`src/rtl/parity_frame_rx.sv`:
```
// Serial start/data/parity/stop frame receiver with parity and framing checks
// and a saturating error counter.
module parity_frame_rx #(
  parameter int unsigned DATA_W     = 4,
  parameter int unsigned ODD_PARITY = 0,
  parameter int unsigned CNT_W      = 8
) (
  input  logic              clk,
  input  logic              reset,
  input  logic              rx_bit,
  input  logic              rx_en,
  input  logic              clr_count,
  output logic [DATA_W-1:0] data_out,
  output logic              data_valid,
  output logic              parity_err,
  output logic              frame_err,
  output logic [CNT_W-1:0]  err_count,
  output logic              busy
);

  localparam int unsigned BC_W = (DATA_W > 1) ? $clog2(DATA_W) : 1;
  localparam logic [BC_W-1:0] LAST_BIT = BC_W'(DATA_W - 1);
  localparam logic ODD = (ODD_PARITY != 0);

  typedef enum logic [1:0] {
    ST_IDLE   = 2'd0,
    ST_DATA   = 2'd1,
    ST_PARITY = 2'd2,
    ST_STOP   = 2'd3
  } state_t;

  state_t            r_state;
  logic [DATA_W-1:0] r_shift;
  logic [BC_W-1:0]   r_bit_cnt;
  logic              r_par;

  logic w_exp_par;
  logic w_perr;
  logic w_ferr;
  logic w_done;

  // Error flags for the frame whose stop bit is being sampled this edge.
  assign w_exp_par = (^r_shift) ^ ODD;
  assign w_perr    = (r_par != w_exp_par);
  assign w_ferr    = ~rx_bit;
  assign w_done    = rx_en && (r_state == ST_STOP);

  always_ff @(posedge clk or negedge reset) begin
    if (!reset) begin
      r_state    <= ST_IDLE;
      r_shift    <= '0;
      r_bit_cnt  <= '0;
      r_par      <= 1'b0;
      data_out   <= '0;
      data_valid <= 1'b0;
      parity_err <= 1'b0;
      frame_err  <= 1'b0;
      busy       <= 1'b0;
    end else begin
      data_valid <= 1'b0;
      if (rx_en) begin
        case (r_state)
          ST_IDLE: begin
            if (!rx_bit) begin
              r_state   <= ST_DATA;
              r_bit_cnt <= '0;
              busy      <= 1'b1;
            end
          end
          ST_DATA: begin
            r_shift[r_bit_cnt] <= rx_bit;
            if (r_bit_cnt == LAST_BIT) begin
              r_state <= ST_PARITY;
            end else begin
              r_bit_cnt <= r_bit_cnt + BC_W'(1);
            end
          end
          ST_PARITY: begin
            r_par   <= rx_bit;
            r_state <= ST_STOP;
          end
          ST_STOP: begin
            data_out   <= r_shift;
            data_valid <= 1'b1;
            parity_err <= w_perr;
            frame_err  <= w_ferr;
            r_state    <= ST_IDLE;
            busy       <= 1'b0;
          end
          default: begin
            r_state <= ST_IDLE;
            busy    <= 1'b0;
          end
        endcase
      end
    end
  end

  // Saturating count of bad frames; a clear beats a same-edge increment.
  always_ff @(posedge clk or negedge reset) begin
    if (!reset) begin
      err_count <= '0;
    end else if (clr_count) begin
      err_count <= '0;
    end else if (w_done && (w_perr || w_ferr) && (err_count != '1)) begin
      err_count <= err_count + CNT_W'(1);
    end
  end

endmodule
```
`config.mk`:
```
export PLATFORM = sky130hd
export DESIGN_NAME = parity_frame_rx
export DESIGN_NICKNAME = d
export VERILOG_FILES = /design/src/rtl/parity_frame_rx.sv
export SDC_FILE = /design/constraint.sdc
export NUM_CORES = 1
export LEC_CHECK = 0
export CORE_ASPECT_RATIO = 1.2
export CORE_MARGIN = 2
export CORE_UTILIZATION = 41
export DETAILED_ROUTE_END_ITERATION = 16
export SLEW_MARGIN = 25
export SYNTH_ARGS = -nofsm -noshare
export SYNTH_HDL_FRONTEND = slang
export SYNTH_SLANG_ARGS = --single-unit
export TNS_END_PERCENT = 5
```
`constraint.sdc`:
```
create_clock -name clk -period 2.3 [get_ports clk]
set_input_delay 0.46 -clock clk [delete_from_list [all_inputs] [get_ports clk]]
set_output_delay 0.46 -clock clk [all_outputs]
set_load 0.1 [all_outputs]
```
==> metrics <==
outcome finished, final reports clean; most common cell after layout, fill and taps aside dfrtp_1; HPWL Detailed 1.99 mm; Post-Place Worst Slack 0.172 ns; PwrDens 1410 nW/um^2; Port Buf Inserts 20; Worst Skew roughly 0.0048 ns; minimum clock period 1.85 ns; Syn Inst Count between 100 and 150; Mapped Nets 148; top-area cell type share of the netlist area about 45%; Final WS setup roughly 0.45 ns; Period Utilization, post-route between 80% and 90%; Post-CTS Setup Bufs 0; initial antenna violation count 0; Layout Nets 173; DR vias a little over 1000; hold_buf cts 0; Synth area leaders dfrtp_1 45%, ha_1 8.1%, nand2_1 5.4%; core area 3310 um^2; GR Overflow Total 0; # diodes 0; pin count of the biggest net entering global routing 26; GP Congestion 0.718; Netlist cell types 29; Worst Setup End Kind flop; Die H around 68 um; area leader, netlist dfrtp_1; max-slew violation count 0; Worst setup SP type primary input; Syn Area/Cell 10.4 um^2; overall routing resource usage 15.9%; leak pwr 0.816 nW; Rows 23; final hold vios 0; Setup violations, final 0; area occupied by multi-input gates between 700 and 800 um^2; RSZ-0062 raised after global routing false; DRT Pass-1 Iters 4; Max Cap Viol 0; critical path arrival ~2.0 ns; Mapped Area 1400 um^2; Clock Pin Slew Worst Setup and Hold Paths around 0.090 ns; Setup CP Type primary input to flop; share of layout cells above drive strength 1 23.4%; synthesis-stage register bit count 25; Root Buffer Master clkbuf_8; worst path required time 2.45 ns; Clock Path Buffers 2; CP max FO 7; Initial Utilization 42.2%; Synth-to-Final Area Change 19.3%; Area after DPL 1620 um^2; fmax 540 MHz; Vias/cell 5.24; clock sinks 25; sequential cell area about 630 um^2; Fillers 320; post-synthesis sequential area ratio 44.8%; worst skew pair latency 0.27 ns; H-Tree Depth 1; detailed-route DRC error count 0; wire per inst 13.7 um; Ports 21; total CTS buffers 3; Ys Warns 0; slew margin rel. 65.7%; global-route wire length before repair 4.81 mm; most frequent cells in the layout 25 x dfrtp_1, 21 x buf_4, 20 x nand2_1; CTS tree yes; Iter 0 DRT Violations 30; Worst Hold Class flop to flop; Total Wirelength 2.68 mm; setup TNS 0 ns; die footprint 3890 um^2; Worst VDD drop between 0.9 and 1 mV; Hold Slack about 0.48 ns; actual slew at the worst max-slew pin 0.513 ns; number of global-route vias before repair 1059; CTS resizes 0; fin area 1670 um^2; Routed Antenna Nets 0; die width approximately 57 um
[final timing paths]
check,to,depth (start not counted),slack [ns],from
max,err_count[3],6,0.45,rx_en
min,data_out[3],2,0.48,data_out[3]
max reg2reg,err_count[0],4,0.48,r_shift[1]
min reg2reg,data_out[3],2,0.48,data_out[3]
max in group asynchronous,r_state[1],2,1.50,reset
min in group asynchronous,err_count[3],2,0.55,reset
[flip-flops by register name, indices dropped and copies added, names as in the netlist]
name        cells
busy            1
data_out        4
data_valid      1
err_count       8
frame_err       1
parity_err      1
r_bit_cnt       2
r_par           1
r_shift         4
r_state         2
[logic make-up after synthesis]
group	synth area share [%]
buf+inv	3.14
flops	44.8
simple gates	17.9
fa+ha+maj	8.06
xor+xnor	5.64
compound gates	8.96
mux	11.5
[routing by layer]
layer / wire length (um) / vias to the layer above / global-route usage, %
met4: 25 / 0 / 6.98
li1: - / 508 / -
met5: 0 / - / 0
met1: 1160 / 499 / 18.9
met2: 1430 / 13 / 29.0
met3: 68 / 2 / 1.89
[stage by stage]
| stage | instances | total power [W] | utilization, % |
|---|---|---|---|
| 5_1_grt | 195 | 0.00250 | 50.3 |
| 3_5_place_dp | 191 | 0.00210 | 48.9 |
| 3_3_place_gp | 191 | 0.00209 | 48.9 |
| 4_1_cts | 195 | 0.00237 | 50.3 |
| 6_report | 195 | 0.00234 | 50.3 |
| 2_1_floorplan | 134 | 0.00184 | - |
[worst max-delay path: stages]
cell and delay [ns]:
clkdlybuf4s50_1 0.60, nand2_2 0.08, inv_1 0.18, nand4_1 0.12, a211oi_1 0.21, mux2_1 0.35
[Yosys cell counts]
cell / number
and2_1: 1
a211oi_1: 3
ha_1: 9
nand4_1: 4
nand2_1: 20
a21boi_0: 1
nand3_1: 7
inv_1: 6
and3_1: 1
mux2_2: 6
a211oi_2: 1
mux2i_1: 1
buf_2: 2
mux2_1: 6
dfrtp_1: 25
nor2_1: 7
and4_1: 1
a21oi_1: 7
xnor2_4: 2
xnor3_2: 1
nor2b_1: 7
mux2_4: 1
o21ai_1: 1
nand2b_1: 2
nand2_2: 1
o21ai_0: 5
a22o_1: 2
nor3_1: 1
clkbuf_1: 3
[layout make-up]
cell class,instances,share of cell area (%)
multi-input combinational,98,43.7
sequential,25,37.6
timing repair buffer,25,11.9
tap,37,2.78
clock buffer,3,2.48
inverter,6,1.35
clock inverter,1,0.301
[where the power goes]
group,internal (W),total [W],leakage (nW),switching [W]
sequential,0.000582,0.000708,0.324,0.000126
combinational,0.000474,0.00137,0.467,0.000900
clock,0.000121,0.000260,0.0255,0.000139
total,0.00118,0.00234,0.816,0.00116
No activity file was read; power rests on OpenSTA's default activity.
